<file path="src/rtl/alien_bomb_pkg.sv">
// Shared game geometry and helpers for the shot, ship and bomb blocks.
// Coordinates are 11 bits; rectangle tests widen to 12 bits so they never wrap.
package alien_bomb_pkg;

    localparam int GAME_COORD_W     = 11;
    localparam int GAME_SCREEN_W    = 800;
    localparam int GAME_SCREEN_H    = 600;

    localparam int GAME_BOMB_SPEED  = 2;
    localparam int GAME_BOMB_WIDTH  = 4;
    localparam int GAME_BOMB_HEIGHT = 10;

    localparam int GAME_SHOT_SPEED  = 4;
    localparam int GAME_SHOT_WIDTH  = 2;
    localparam int GAME_SHOT_HEIGHT = 8;

    // Feedback taps x^8+x^6+x^5+x^4+1 -> state bits 7,5,4,3.
    localparam logic [7:0] GAME_LFSR_TAPS = 8'hB8;

    typedef logic [GAME_COORD_W-1:0] coord_t;
    typedef logic [GAME_COORD_W:0]   wcoord_t;

    function automatic logic in_rect(
        input coord_t  px,
        input coord_t  py,
        input coord_t  rx,
        input coord_t  ry,
        input wcoord_t w,
        input wcoord_t h
    );
        wcoord_t ex;
        wcoord_t ey;
        wcoord_t ox;
        wcoord_t oy;
        ex = {1'b0, px};
        ey = {1'b0, py};
        ox = {1'b0, rx};
        oy = {1'b0, ry};
        return (ex >= ox) && (ex < ox + w) &&
               (ey >= oy) && (ey < oy + h);
    endfunction

    function automatic logic [7:0] lfsr_next(input logic [7:0] s);
        return {s[6:0], ^(s & GAME_LFSR_TAPS)};
    endfunction

endpackage

</file>
<file path="src/rtl/alien_bomb_if.sv">
// Control / video bundle between the game logic and the bomb block.
// master drives ticks, fire origin and scan position; slave answers.
interface alien_bomb_if
    import alien_bomb_pkg::*;
#(
    parameter int NUM_BOMBS = 3
);

    logic                 en;
    logic                 move_tick;
    coord_t               fire_x;
    coord_t               fire_y;
    logic                 fire_valid;
    logic                 fire_ack;
    coord_t               pixel_x;
    coord_t               pixel_y;
    logic                 ship_pixel;
    logic                 bomb_pixel;
    logic                 player_hit;
    logic [NUM_BOMBS-1:0] bombs_active;

    modport master (
        output en,
        output move_tick,
        output fire_x,
        output fire_y,
        output fire_valid,
        output pixel_x,
        output pixel_y,
        output ship_pixel,
        input  fire_ack,
        input  bomb_pixel,
        input  player_hit,
        input  bombs_active
    );

    modport slave (
        input  en,
        input  move_tick,
        input  fire_x,
        input  fire_y,
        input  fire_valid,
        input  pixel_x,
        input  pixel_y,
        input  ship_pixel,
        output fire_ack,
        output bomb_pixel,
        output player_hit,
        output bombs_active
    );

endinterface

</file>
<file path="src/rtl/alien_bomb_slot.sv">
// One bomb slot: position, launch load, downward move, bottom retire,
// plus its own rectangle test against the scan pixel and the ship.
module bomb_slot
    import alien_bomb_pkg::*;
#(
    parameter int SPEED    = GAME_BOMB_SPEED,
    parameter int WIDTH    = GAME_BOMB_WIDTH,
    parameter int HEIGHT   = GAME_BOMB_HEIGHT,
    parameter int SCREEN_H = GAME_SCREEN_H
) (
    input  logic   i_clk,
    input  logic   i_rst,
    input  logic   i_clr,
    input  logic   i_move,
    input  logic   i_load,
    input  logic   i_ship,
    input  coord_t i_x,
    input  coord_t i_y,
    input  coord_t i_px,
    input  coord_t i_py,
    output logic   o_active,
    output logic   o_cover,
    output logic   o_hit
);

    logic   r_active;
    coord_t r_bx;
    coord_t r_by;

    logic   w_cover;
    logic   w_hit;
    logic   w_retire;

    assign w_cover = r_active &&
                     in_rect(i_px, i_py, r_bx, r_by,
                             wcoord_t'(WIDTH),
                             wcoord_t'(HEIGHT));

    assign w_hit = w_cover && i_ship;

    assign w_retire = ({1'b0, r_by}
                       + wcoord_t'(HEIGHT)
                       + wcoord_t'(SPEED))
                      > wcoord_t'(SCREEN_H);

    // Clear beats hit, hit beats launch/move; a free slot only loads.
    always_ff @(posedge i_clk) begin
        if (i_rst || i_clr) begin
            r_active <= 1'b0;
            r_bx     <= '0;
            r_by     <= '0;
        end else if (w_hit) begin
            r_active <= 1'b0;
        end else if (i_load && !r_active) begin
            r_active <= 1'b1;
            r_bx     <= i_x;
            r_by     <= i_y;
        end else if (r_active && i_move) begin
            if (w_retire) begin
                r_active <= 1'b0;
            end else begin
                r_by <= r_by + coord_t'(SPEED);
            end
        end
    end

    assign o_active = r_active;
    assign o_cover  = w_cover;
    assign o_hit    = w_hit;

endmodule

</file>
<file path="src/rtl/alien_bomb.sv">
// Alien bomb manager: fire timing (cooldown + LFSR), slot allocation,
// pixel OR for the video mux and ship-collision pulse.
module alien_bomb
    import alien_bomb_pkg::*;
#(
    parameter int         NUM_BOMBS     = 3,
    parameter int         BOMB_SPEED    = GAME_BOMB_SPEED,
    parameter int         BOMB_WIDTH    = GAME_BOMB_WIDTH,
    parameter int         BOMB_HEIGHT   = GAME_BOMB_HEIGHT,
    parameter int         SCREEN_H      = GAME_SCREEN_H,
    parameter int         FIRE_INTERVAL = 48,
    parameter logic [7:0] LFSR_SEED     = 8'hA5
) (
    input logic         clk_0,
    input logic         rst,
    alien_bomb_if.slave bus
);

    localparam logic [15:0] CD_RELOAD = 16'(FIRE_INTERVAL);

    logic [7:0]           r_lfsr;
    logic [15:0]          r_cooldown;
    logic                 r_fire_ack;
    logic                 r_player_hit;

    logic [NUM_BOMBS-1:0] w_active;
    logic [NUM_BOMBS-1:0] w_cover;
    logic [NUM_BOMBS-1:0] w_hit;
    logic [NUM_BOMBS-1:0] w_free;
    logic [NUM_BOMBS-1:0] w_sel;
    logic                 w_found;
    logic                 w_launch;

    assign w_free = ~w_active;

    // Lowest-index free slot gets the next bomb.
    always_comb begin
        w_sel   = '0;
        w_found = 1'b0;
        for (int k = 0; k < NUM_BOMBS; k++) begin
            if (w_free[k] && !w_found) begin
                w_sel[k] = 1'b1;
                w_found  = 1'b1;
            end
        end
    end

    assign w_launch = bus.en && bus.move_tick &&
                      (r_cooldown == '0) &&
                      bus.fire_valid && (|w_free) &&
                      (r_lfsr[1:0] == 2'b00);

    for (genvar k = 0; k < NUM_BOMBS; k++) begin : g_slot
        bomb_slot #(
            .SPEED    (BOMB_SPEED),
            .WIDTH    (BOMB_WIDTH),
            .HEIGHT   (BOMB_HEIGHT),
            .SCREEN_H (SCREEN_H)
        ) u_slot (
            .i_clk    (clk_0),
            .i_rst    (rst),
            .i_clr    (!bus.en),
            .i_move   (bus.move_tick),
            .i_load   (w_launch && w_sel[k]),
            .i_ship   (bus.ship_pixel),
            .i_x      (bus.fire_x),
            .i_y      (bus.fire_y),
            .i_px     (bus.pixel_x),
            .i_py     (bus.pixel_y),
            .o_active (w_active[k]),
            .o_cover  (w_cover[k]),
            .o_hit    (w_hit[k])
        );
    end

    // Fire timing and one-cycle pulses; the LFSR is held (not reseeded) when en drops.
    always_ff @(posedge clk_0) begin
        if (rst) begin
            r_lfsr       <= LFSR_SEED;
            r_cooldown   <= CD_RELOAD;
            r_fire_ack   <= 1'b0;
            r_player_hit <= 1'b0;
        end else if (!bus.en) begin
            r_cooldown   <= CD_RELOAD;
            r_fire_ack   <= 1'b0;
            r_player_hit <= 1'b0;
        end else begin
            r_fire_ack   <= w_launch;
            r_player_hit <= |w_hit;
            if (bus.move_tick) begin
                r_lfsr <= lfsr_next(r_lfsr);
                if (w_launch) begin
                    r_cooldown <= CD_RELOAD;
                end else if (r_cooldown != '0) begin
                    r_cooldown <= r_cooldown - 16'd1;
                end
            end
        end
    end

    assign bus.fire_ack     = r_fire_ack;
    assign bus.player_hit   = r_player_hit;
    assign bus.bomb_pixel   = |w_cover;
    assign bus.bombs_active = w_active;

endmodule

</file>
<file path="src/flat_wrapper.sv">
// flat-port wrapper written by rule: the top's interface ports become plain ports
module alien_bomb_flat import alien_bomb_pkg::*;
#(
    parameter int         NUM_BOMBS     = 3,
    parameter int         BOMB_SPEED    = GAME_BOMB_SPEED,
    parameter int         BOMB_WIDTH    = GAME_BOMB_WIDTH,
    parameter int         BOMB_HEIGHT   = GAME_BOMB_HEIGHT,
    parameter int         SCREEN_H      = GAME_SCREEN_H,
    parameter int         FIRE_INTERVAL = 48,
    parameter logic [7:0] LFSR_SEED     = 8'hA5
)
  (clk_0, rst, bus_en, bus_move_tick, bus_fire_x, bus_fire_y, bus_fire_valid, bus_pixel_x, bus_pixel_y, bus_ship_pixel, bus_fire_ack, bus_bomb_pixel, bus_player_hit, bus_bombs_active);
  alien_bomb_if #(.NUM_BOMBS(NUM_BOMBS)) bus_i ();
  input logic clk_0;
  input logic rst;
  input wire logic [$bits(bus_i.en)-1:0] bus_en;
  input wire logic [$bits(bus_i.move_tick)-1:0] bus_move_tick;
  input wire logic [$bits(bus_i.fire_x)-1:0] bus_fire_x;
  input wire logic [$bits(bus_i.fire_y)-1:0] bus_fire_y;
  input wire logic [$bits(bus_i.fire_valid)-1:0] bus_fire_valid;
  input wire logic [$bits(bus_i.pixel_x)-1:0] bus_pixel_x;
  input wire logic [$bits(bus_i.pixel_y)-1:0] bus_pixel_y;
  input wire logic [$bits(bus_i.ship_pixel)-1:0] bus_ship_pixel;
  output wire logic [$bits(bus_i.fire_ack)-1:0] bus_fire_ack;
  output wire logic [$bits(bus_i.bomb_pixel)-1:0] bus_bomb_pixel;
  output wire logic [$bits(bus_i.player_hit)-1:0] bus_player_hit;
  output wire logic [$bits(bus_i.bombs_active)-1:0] bus_bombs_active;
  assign bus_i.en = bus_en;
  assign bus_i.move_tick = bus_move_tick;
  assign bus_i.fire_x = bus_fire_x;
  assign bus_i.fire_y = bus_fire_y;
  assign bus_i.fire_valid = bus_fire_valid;
  assign bus_i.pixel_x = bus_pixel_x;
  assign bus_i.pixel_y = bus_pixel_y;
  assign bus_i.ship_pixel = bus_ship_pixel;
  assign bus_fire_ack = bus_i.fire_ack;
  assign bus_bomb_pixel = bus_i.bomb_pixel;
  assign bus_player_hit = bus_i.player_hit;
  assign bus_bombs_active = bus_i.bombs_active;
  alien_bomb #(.NUM_BOMBS(NUM_BOMBS), .BOMB_SPEED(BOMB_SPEED), .BOMB_WIDTH(BOMB_WIDTH), .BOMB_HEIGHT(BOMB_HEIGHT), .SCREEN_H(SCREEN_H), .FIRE_INTERVAL(FIRE_INTERVAL), .LFSR_SEED(LFSR_SEED)) u_core (.clk_0(clk_0), .rst(rst), .bus(bus_i));
endmodule
</file>
<file path="config.mk">
export PLATFORM = sky130hd
export DESIGN_NAME = alien_bomb_flat
export DESIGN_NICKNAME = d
export VERILOG_FILES = /design/src/rtl/alien_bomb_pkg.sv /design/src/rtl/alien_bomb_if.sv /design/src/rtl/alien_bomb_slot.sv /design/src/rtl/alien_bomb.sv /design/src/flat_wrapper.sv
export SDC_FILE = /design/constraint.sdc
export NUM_CORES = 1
export LEC_CHECK = 0
export BUFFER_PORTS_ARGS = -buffer_cell sky130_fd_sc_hd__buf_4
export CORE_MARGIN = 1
export CORE_UTILIZATION = 50
export DETAILED_ROUTE_END_ITERATION = 10
export MAX_ROUTING_LAYER = met4
export PLACE_DENSITY = 0.67
export SLEW_MARGIN = 20
export SYNTH_ARGS = -nofsm -noshare
export SYNTH_HDL_FRONTEND = slang
export SYNTH_HIERARCHICAL = 1
export SYNTH_SLANG_ARGS = --single-unit
</file>
<file path="constraint.sdc">
create_clock -name clk_0 -period 5.9 [get_ports clk_0]
set_clock_uncertainty 0.2 [all_clocks]
set_input_delay 0 -clock clk_0 [delete_from_list [all_inputs] [get_ports clk_0]]
set_output_delay 0 -clock clk_0 [all_outputs]
set_load 0.05 [all_outputs]
</file>
==> metrics.cfg <==
[run_status]
status = completed

[sta]
rsz0062_at_grt = no
hold_viol = 0
tns_ps = 0
period_share_pct = 72.9
finalCriticalPeriod_ps = 4300
slew_violations = 0
tightestPinTransition_ps = 963
hold_slack_ps = 258
relSlewSlack_pct = 35.8
finalSetupViolCount = 0
fmax_mhz = 232

[route]
drt-initial-drc-count = 682
wl_per_cell_um = 17.7
dr.pass1.iters = 5
ant_nets = 0
via_count = 9312
drt-total-wl_mm = 26.9
drcViolationCount = 0
detail_route.vias_per_cell = 6.13

[critical_path]
reg2reg_depth = 12
arrival_ps = 4100
critPathRequiredTime_ps = 5700
path_depth = 12
cpLargestDelayFamily = simple AND/OR/NAND/NOR gates
worstPathCellList = ha_1 > inv_1 > a211oi_2 > xnor2_1 > ha_1 > nand4_1 > nor2_1 > a211oi_1 > a31oi_1 > nor4b_1 > or3_1 > buf_4
start_kind = flip-flop
cp_num_buf_inv = 2
slowest_delay_ps = 610
crit_type = flip-flop to output port
cp_common_cell = ha_1
crit_fanout = 15
worst_setup_path_end_kind = output port
cp_slowest_cell = ha_1

[layout]
fin_nets = 1464
fillerInstances = 1819
num_antenna_cells = 0
area_growth_pct = 10.4
layout-drive-gt1-share_pct = 10.7
multi_input_comb_area_um2 = 7050
final-seq-area_um2 = 1900

[clock_tree]
clk_pin_slew_ps = 70
cts.root.buffer_cell = clkbuf_16
cts_buffer_depth = 2
htreeDepth = 3
post-cts-setup-buffers = 0
cts_tree = yes
clk_latency_ps = 350
cts_buffers = 9
clock-sinks = 95

[grt]
grt_max_degree = 27
grt_use_total_pct = 28.7
grt_pass1_vias = 8643
grt_pass1_wl_mm = 44.4
grt_overflow = 0
grt_antenna_before_repair = 0

[place]
gp_congestion = 0.940
dp.final_hpwl_mm = 20.9
io_buffers = 55

[synth]
ys_ff_latch = 95
synth-warning-count = 6
netlist_area_um2 = 9590
async_flop_share_pct = 0
netlist_instances = 1240
synth.net_count = 1423
ys.flop_type = dfxtp_1
synth_cell_types = 95
synth_seq_area_share_pct = 19.8
synth_edf_count = 0
postSynthAreaPerCell_um2 = 7.74

[floorplan]
core_um2 = 18800
fp-row-count = 50
die_area_um2 = 19700
die_h_um = 141
start_util_pct = 51.1
io_pins = 56
die_w_um = 141

[power_and_ir_drop]
p_leak_nw = 3.64
power_per_cell_area_nw_per_um2 = 142
ir_drop_uv = 144

[worst_hold_path]
hp-class = flip-flop to flip-flop
holdPathStages = 2

[job]
max_cap_violations = 0

stage by stage:
stage	setup slack (ps)	cells	area, um2	util [%]	total power, W
global placement	1900	1477	10000	53.3	0.000869
finish	1600	1520	10600	56.4	0.00151
CTS	1660	1520	10600	56.4	0.00152
detailed placement	1740	1477	10000	53.3	0.000873
floorplan	2590	1240	9590	-	0.000785
global route	1290	1520	10600	56.4	0.00157
worst min-delay path, cell delays in order (launching register included):
cell,delay (ps)
dfxtp_1,310
nand2_1,50
a21oi_1,50
synthesized netlist by cell type (6+ instances only):
cell      count  area [um2]
a211o_1      12         105
o31ai_1      11        82.6
nand3b_1     10        75.1
xor2_1        6        52.6
or3_1        11        68.8
mux2i_1       9        90.1
nor2_1       74         278
o31a_2        6        60.1
nor4_1       11        68.8
a21oi_1     105         526
buf_2        20         100
a31oi_1      13        81.3
buf_6         8        90.1
ha_1        133        1660
o211ai_1     24         180
nand4_1      27         169
xnor2_1      54         473
dfxtp_1      95        1900
inv_1        80         300
nand2b_1     13        81.3
or4_1         8        60.1
o21ai_0      48         240
and4_1        7        61.3
nand3_1      44         220
and2_1        6        37.5
a21o_1       10        75.1
nor2b_1      10        62.6
a32oi_1       6        52.6
nand2_1     166         623
nor3_1       38         190
clkbuf_1     19        71.3
a211oi_1     17         128
registers in the layout, summed over array words and instances (netlist names):
name and count:
u_core/r_cooldown 16, u_core/bus.player_hit 1, u_core/g_slot.u_slot/r_bx 33, u_core/g_slot.u_slot/o_active 3
u_core/bus.fire_ack 1, u_core/r_lfsr 8, u_core/g_slot.u_slot/r_by 33
layout make-up:
class | instances | area share (%)
Clock buffer | 10 | 2.26
Clock inverter | 6 | 0.791
Inverter | 82 | 2.91
Multi-Input combinational cell | 1007 | 66.6
Sequential cell | 95 | 18.0
Tap cell | 234 | 2.76
Timing Repair Buffer | 86 | 6.73
path summary, 6_finish.rpt:
kind | startpoint | to | slack [ps]
hold reg to reg | u_core/g_slot[0].u_slot/r_bx[1] | u_core/g_slot[0].u_slot/r_bx[1] | 260
hold / removal | u_core/g_slot[0].u_slot/r_bx[1] | u_core/g_slot[0].u_slot/r_bx[1] | 260
setup / recovery | u_core/g_slot[0].u_slot/r_by[1] | bus_bomb_pixel | 1600
setup reg to reg | u_core/g_slot[1].u_slot/r_by[1] | u_core/g_slot[1].u_slot/r_by[8] | 1630
logic make-up (layout without fill, tap and decap cells):
family | after synthesis | count (layout) | synth area share (%)
simple gates | 470 | 470 | 25.5
compound gates | 335 | 335 | 24.3
buf+inv | 138 | 184 | 6.65
flops | 95 | 95 | 19.8
mux | 9 | 9 | 0.939
xor+xnor | 60 | 60 | 5.48
fa+ha+maj | 133 | 133 | 17.3
what timing repair did:
action	CTS	global route
setup endpoints to repair	0	0
endpoints found under the hold margin	87	0
hold buffers	27	0
gates resized for setup	0	0
layer usage:
layer  GRT usage [%]  vias up  wire length [um]
met5               -        -                 0
met1            38.6     4346             12600
met4            8.35        0               660
met2            45.2      277             12100
met3            3.42       41              1490
li1                -     4648                 -
power breakdown:
group / switching [W] / internal [W] / total (W)
Clock: 0.000251 / 0.000381 / 0.000633
Combinational: 0.000126 / 0.0000979 / 0.000224
Sequential: 0.00000554 / 0.000646 / 0.000652
placed cells by master (no fill, tap or decap), types with 38 or more instances in the layout:
| cell | count |
|---|---|
| o21ai_0 | 48 |
| dfxtp_1 | 95 |
| nand3_1 | 44 |
| nor3_1 | 38 |
| ha_1 | 133 |
| xnor2_1 | 54 |
| inv_1 | 80 |
| nand2_1 | 166 |
| buf_4 | 59 |
| nor2_1 | 74 |
| a21oi_1 | 105 |
Power figures use the tool's default switching activity.
